`config.mk`:
```
export PLATFORM = sky130hd
export DESIGN_NAME = regfile_wb_arbiter
export DESIGN_NICKNAME = d
export VERILOG_FILES = /design/src/rtl/regfile_pkg.sv /design/src/rtl/rr_arb2.sv /design/src/rtl/regfile_wb_arbiter.sv
export SDC_FILE = /design/constraint.sdc
export NUM_CORES = 1
export LEC_CHECK = 0
export ABC_AREA = 1
export CORE_ASPECT_RATIO = 1.4
export CORE_MARGIN = 1
export CORE_UTILIZATION = 41
export DETAILED_ROUTE_END_ITERATION = 16
export GPL_TIMING_DRIVEN = 0
export PLACE_DENSITY = 0.77
export RECOVER_POWER = 50
export SYNTH_ARGS = -nofsm -noshare
export SYNTH_HDL_FRONTEND = slang
export SYNTH_SLANG_ARGS = --single-unit
```
`constraint.sdc`:
```
create_clock -name clk -period 1.2 [get_ports clk]
set_input_delay 0.12 -clock clk [delete_from_list [all_inputs] [get_ports clk]]
set_output_delay 0.12 -clock clk [all_outputs]
set_load 0.03 [all_outputs]
```
`src/rtl/regfile_pkg.sv`:
```
// Shared types for the register-file writeback path: widths, register index and writeback request.
// Used by the arbiter top and by benches that drive it.
package regfile_pkg;

  localparam int XLEN      = 32;
  localparam int NREGS     = 32;
  localparam int REG_IDX_W = 5;

  typedef logic [REG_IDX_W-1:0] reg_idx_t;

  typedef struct packed {
    reg_idx_t        rd;
    logic [XLEN-1:0] data;
  } wb_req_t;

  function automatic logic [NREGS-1:0] reg_onehot(input reg_idx_t idx);
    logic [NREGS-1:0] v;
    v      = '0;
    v[idx] = 1'b1;
    return v;
  endfunction

endpackage

```
`src/rtl/rr_arb2.sv`:
```
// Two-way round-robin grant, combinational within the cycle; the pointer flips only on a contended grant.
// Both grants are held low while rst is high, so no request can transfer during reset.
module rr_arb2 (
  input  logic clk,
  input  logic rst,
  input  logic i_req0,
  input  logic i_req1,
  output logic o_gnt0,
  output logic o_gnt1
);

  logic r_rr;
  logic w_contend;

  assign w_contend = i_req0 & i_req1;

  always_ff @(posedge clk) begin
    if (rst) begin
      r_rr <= 1'b0;
    end else if (w_contend) begin
      r_rr <= ~r_rr;
    end
  end

  always_comb begin
    o_gnt0 = ~rst & i_req0 & (~i_req1 | ~r_rr);
    o_gnt1 = ~rst & i_req1 & (~i_req0 | r_rr);
  end

endmodule

```
`src/rtl/regfile_wb_arbiter.sv`:
```
// Shares the regfile write port between ALU (src0) and load unit (src1); write lands one cycle after accept,
// readys are the round-robin grants. Tracks per-register pending bits for RAW stalls and a halt drain; WB_BYPASS_EN adds forwarding.
module regfile_wb_arbiter
  import regfile_pkg::*;
(
  input  logic                 clk,
  input  logic                 rst,
  input  logic                 s0_valid,
  output logic                 s0_ready,
  input  logic [REG_IDX_W-1:0] s0_rd,
  input  logic [XLEN-1:0]      s0_data,
  input  logic                 s1_valid,
  output logic                 s1_ready,
  input  logic [REG_IDX_W-1:0] s1_rd,
  input  logic [XLEN-1:0]      s1_data,
  input  logic                 issue_valid,
  input  logic [REG_IDX_W-1:0] issue_rd,
  input  logic [REG_IDX_W-1:0] rs1_num,
  input  logic [REG_IDX_W-1:0] rs2_num,
  output logic                 hazard,
`ifdef WB_BYPASS_EN
  output logic                 rs1_fwd_valid,
  output logic [XLEN-1:0]      rs1_fwd_data,
  output logic                 rs2_fwd_valid,
  output logic [XLEN-1:0]      rs2_fwd_data,
`endif
  input  logic                 halted,
  output logic                 drained,
  output logic [REG_IDX_W-1:0] rd_num,
  output logic [XLEN-1:0]      rd_data,
  output logic                 rd_we
);

  wb_req_t          w_s0_req;
  wb_req_t          w_s1_req;
  wb_req_t          w_sel_req;
  logic             w_gnt0;
  logic             w_gnt1;
  logic             w_fire;
  logic             w_issue_set;
  logic [NREGS-1:0] w_set;
  logic [NREGS-1:0] w_clr;
  logic [NREGS-1:0] w_pending_nxt;
  logic             w_drain_cond;
  logic             w_rs1_pend;
  logic             w_rs2_pend;

  logic             r_rd_we;
  reg_idx_t         r_rd_num;
  logic [XLEN-1:0]  r_rd_data;
  logic [NREGS-1:0] r_pending;
  logic             r_drained;

  rr_arb2 u_arb (
    .clk    (clk),
    .rst    (rst),
    .i_req0 (s0_valid),
    .i_req1 (s1_valid),
    .o_gnt0 (w_gnt0),
    .o_gnt1 (w_gnt1)
  );

  always_comb begin
    w_s0_req.rd   = s0_rd;
    w_s0_req.data = s0_data;
    w_s1_req.rd   = s1_rd;
    w_s1_req.data = s1_data;
    w_sel_req     = w_gnt1 ? w_s1_req : w_s0_req;
  end

  assign w_fire   = w_gnt0 | w_gnt1;
  assign s0_ready = w_gnt0;
  assign s1_ready = w_gnt1;

  // Issue during halt is dropped so the drain cannot be extended by new producers.
  assign w_issue_set = issue_valid & ~halted & (issue_rd != '0);
  assign w_set       = w_issue_set ? reg_onehot(issue_rd) : '0;
  assign w_clr       = r_rd_we ? reg_onehot(r_rd_num) : '0;

  always_comb begin
    w_pending_nxt    = (r_pending & ~w_clr) | w_set;
    w_pending_nxt[0] = 1'b0;
  end

  assign w_drain_cond = halted & (r_pending == '0) & ~r_rd_we & ~s0_valid & ~s1_valid;

  always_ff @(posedge clk) begin
    if (rst) begin
      r_rd_we   <= 1'b0;
      r_rd_num  <= '0;
      r_rd_data <= '0;
      r_pending <= '0;
      r_drained <= 1'b0;
    end else begin
      r_rd_we <= w_fire & (w_sel_req.rd != '0);
      if (w_fire) begin
        r_rd_num  <= w_sel_req.rd;
        r_rd_data <= w_sel_req.data;
      end
      r_pending <= w_pending_nxt;
      r_drained <= halted & (r_drained | w_drain_cond);
    end
  end

  assign rd_we   = r_rd_we;
  assign rd_num  = r_rd_num;
  assign rd_data = r_rd_data;
  assign drained = r_drained;

  assign w_rs1_pend = (rs1_num != '0) & r_pending[rs1_num];
  assign w_rs2_pend = (rs2_num != '0) & r_pending[rs2_num];

`ifdef WB_BYPASS_EN
  logic w_rs1_mask;
  logic w_rs2_mask;

  assign rs1_fwd_valid = r_rd_we & (r_rd_num == rs1_num) & (rs1_num != '0);
  assign rs2_fwd_valid = r_rd_we & (r_rd_num == rs2_num) & (rs2_num != '0);
  assign rs1_fwd_data  = r_rd_data;
  assign rs2_fwd_data  = r_rd_data;

  // A same-cycle re-issue means a newer producer is outstanding, so the forward cannot satisfy it.
  assign w_rs1_mask = rs1_fwd_valid & ~w_set[rs1_num];
  assign w_rs2_mask = rs2_fwd_valid & ~w_set[rs2_num];
  assign hazard     = (w_rs1_pend & ~w_rs1_mask) | (w_rs2_pend & ~w_rs2_mask);
`else
  assign hazard = w_rs1_pend | w_rs2_pend;
`endif

endmodule

```
==> results.yml <==
cells_and_area:
  fin_cells: 922
  layout_commonest_cell: "nand2_1"
  area_growth_pct: 71.8
  final_cell_mix: "nand2_1 (164), clkdlybuf4s50_1 (82), nand3_1 (56), a21oi_1 (51), dfxtp_1 (50)"
  fillers: 598
  multi_input_area_sq_um: 2780
  ff_latch_area_sq_um: 1450
  drive_above_1_share_pct: 31.7
  nets: 904
  fin_util_pct: 73.8
  design_area_sq_um: 6740
clock_network:
  cts_tree: "yes"
  cts_hold_buf: 0
  worstSkewPairLatency_ps: 340
  cts_max_level: 3
  clkTransAtPathRegs_ps: 50
  cts_buffers: 9
  clockBufferDepth: 2
  clkSinkCount: 71
  root_buffer: "clkbuf_16"
yosys:
  syn_avg_cell_area_sq_um: 6.13
  seq_area_frac_synth_pct: 36.2
  synth_area_sq_um: 3920
  synth_seq_cells: 71
  yosys_warnings: 0
  async_flop_share_pct: 0
  synth_flop_cell: "dfxtp_1"
  syn_nets: 735
  netlist_instances: 640
  synthDistinctLibCells: 22
  synth_edf_count: 0
placed_design:
  gp_congestion: 0.896
  dp.cells: 879
  io_buffers: 132
  post_dp_cell_area_sq_um: 5390
  dpl.hpwl_mm: 10.2
critical_path:
  required_ps: 1080
  crit_path_max_fanout: 3
  path_buf_inv: 4
  crit_slowest_cell: "dfxtp_2"
  critPathMostFrequentCell: "nand2_1"
  cp.arrival_ps: 1510
  crit_path_start_kind: "register"
  cpLargestDelayFamily: "simple AND/OR/NAND/NOR gates"
  crit_chain: "inv_2 > nand2_1 > nand3_1 > nand2_1 > nand2_1 > nand2_1 > inv_1 > nand2_1 > nand2_1 > nand2_1 > inv_1 > nand2_2 > buf_6"
  crit_path_end_kind: "output port"
  worstSetupPathType: "reg -> out"
  max_stage_delay_ps: 330
power_and_ir_drop:
  sw_frac_of_total_pct: 30.7
  seq_power_share_pct: 35.3
  pwr-share-clk_pct: 38.2
  p_sw_uw: 2240
  internal_power_uw: 5050
  p_leak_uw: 0.00283
  power_density_nw_per_um2: 1080
  combPwrFrac_pct: 26.5
  vdd_ir_drop_max_mv: 0.798
drt:
  first_pass_iters: 7
  vias_per_cell: 5.81
  drt_iter0_markers: 528
  route.detailed.drc: 0
  finalWirelength_mm: 18.1
  wire_per_inst_microns: 19.7
  via_count: 5361
  ant_nets: 0
timing:
  finalHoldViolCount: 0
  fin_hold_ws_ps: 196
  worst_slew_pin_slew_ps: 496
  fin_crit_ps: 1630
  fmax_mhz: 614
  rsz0062_at_grt: "true"
  fin_ws_ps: -430
  slew_violations: 0
  maxSlewHeadroom_pct: 67.0
  tns_ps: -9190
  period_share_pct: 136
  fin_skew_ps: 7.52
  setup_viol: 52
global_route:
  grt_pass1_wl_mm: 23.6
  antenna_found_initial: 1
  grt_overflow: 0
  grt_pass1_vias: 5023
  grt_start_max_net_pins: 12
  gr-usage-all-layers_pct: 30.0
floorplanning:
  start_util_pct: 42.9
  die_w_microns: 84.7
  dieArea_sq_um: 9960
  fp-row-count: 41
  core_region_area_sq_um: 9130
  io_pins: 137
  die_h_microns: 118
flow_run:
  maxCapViolCount: 0
status:
  status: "finished with violations"
  violations: "setup timing"
hold_path:
  hold_path.class: "in -> reg"
[registers in the layout (all words and copies together) (netlist names)]
signal and count:
rd_data 32, u_arb.r_rr 1, r_pending 31, rd_we 1
drained 1, rd_num 5
[repair_timing]
action	CTS	global route
endpoints found under the hold margin	0	0
pin swaps	19	51
endpoints found under the setup margin	112	93
cloned	5	1
resized for setup	268	181
buffers inserted	27	6
[power by group through the flow]
stage          Clock (uW)  Sequential [uW]  Combinational (uW)
3_3_place_gp            0             2590                1430
4_1_cts              2760             2550                1630
6_report             2790             2580                1930
3_5_place_dp            0             2590                1440
2_1_floorplan           0             2780                 556
5_1_grt              2880             2580                2020
[cell families (layout without fill, tap and decap cells)]
kind of cell / Yosys count / count (layout) / synth area share (%)
AND/OR/NAND/NOR: 336 / 336 / 35.5
AO/OA/AOI/OAI: 141 / 141 / 18.2
flip-flops: 71 / 71 / 36.2
buffers and inverters: 92 / 266 / 10.1
other: 0 / 1 / 0
[cell usage after synthesis, types with 2 or more instances]
cell type  count  area [sq um]
a21oi_1       66           330
a31oi_1        2          12.5
buf_2         12          60.1
buf_4          8          60.1
clkbuf_1       7          26.3
dfxtp_1       71          1420
inv_1         58           218
inv_2          5          18.8
nand2_1      181           679
nand3_1       65           325
nand4_1        3          18.8
nor2_1        71           267
nor2_4         2          22.5
nor3_1        11          55.1
o21ai_0       60           300
o21ai_1       12          60.1
[final timing paths]
| path | slack (ps) | to | cells past startpoint | startpoint |
|---|---|---|---|---|
| setup / recovery | -430 | hazard | 13 | r_pending[20]$_SDFF_PP0_ |
| hold reg to reg | 470 | rd_data[15]$_SDFFE_PP0P_ | 2 | rd_data[15]$_SDFFE_PP0P_ |
| hold / removal | 200 | r_pending[2]$_SDFF_PP0_ | 4 | issue_rd[2] |
| setup reg to reg | -410 | rd_data[26]$_SDFFE_PP0P_ | 11 | u_arb.r_rr$_SDFFE_PP0P_ |
[stage by stage]
step	total power, uW	setup slack, ps
after detailed placement	4040	-943
after CTS	6950	-408
after global placement	4020	-936
final	7300	-430
after floorplan	3330	3.39
after global routing	7480	-538
[layer usage]
metal  GRT usage (%)  wire length [microns]  up-vias
met4            19.9                   1240        0
met3            7.57                   1310      105
met1            30.2                   6240     2478
met2            53.8                   9360      361
met5               0                      0        -
li1                -                      -     2417
[layout make-up]
cell class	count	share of cell area, %
antenna	1	0.0371
buffer	26	2.77
clock buffer	13	4.01
clock inverter	3	0.594
inverter	63	3.55
multi-input combinational	477	41.2
sequential	71	21.5
tap	107	1.99
timing repair buffer	161	24.4
[worst register-to-register path, stage by stage (launching register included)]
cell,delay (ps)
dfxtp_2,340
inv_2,50
nand2_2,60
nand3_2,110
inv_2,110
buf_6,140
buf_6,110
buf_12,120
nor2_4,30
nor2_1,130
o21ai_1,120
a21oi_1,210
Note: power is estimated with default switching activity, not from simulation.
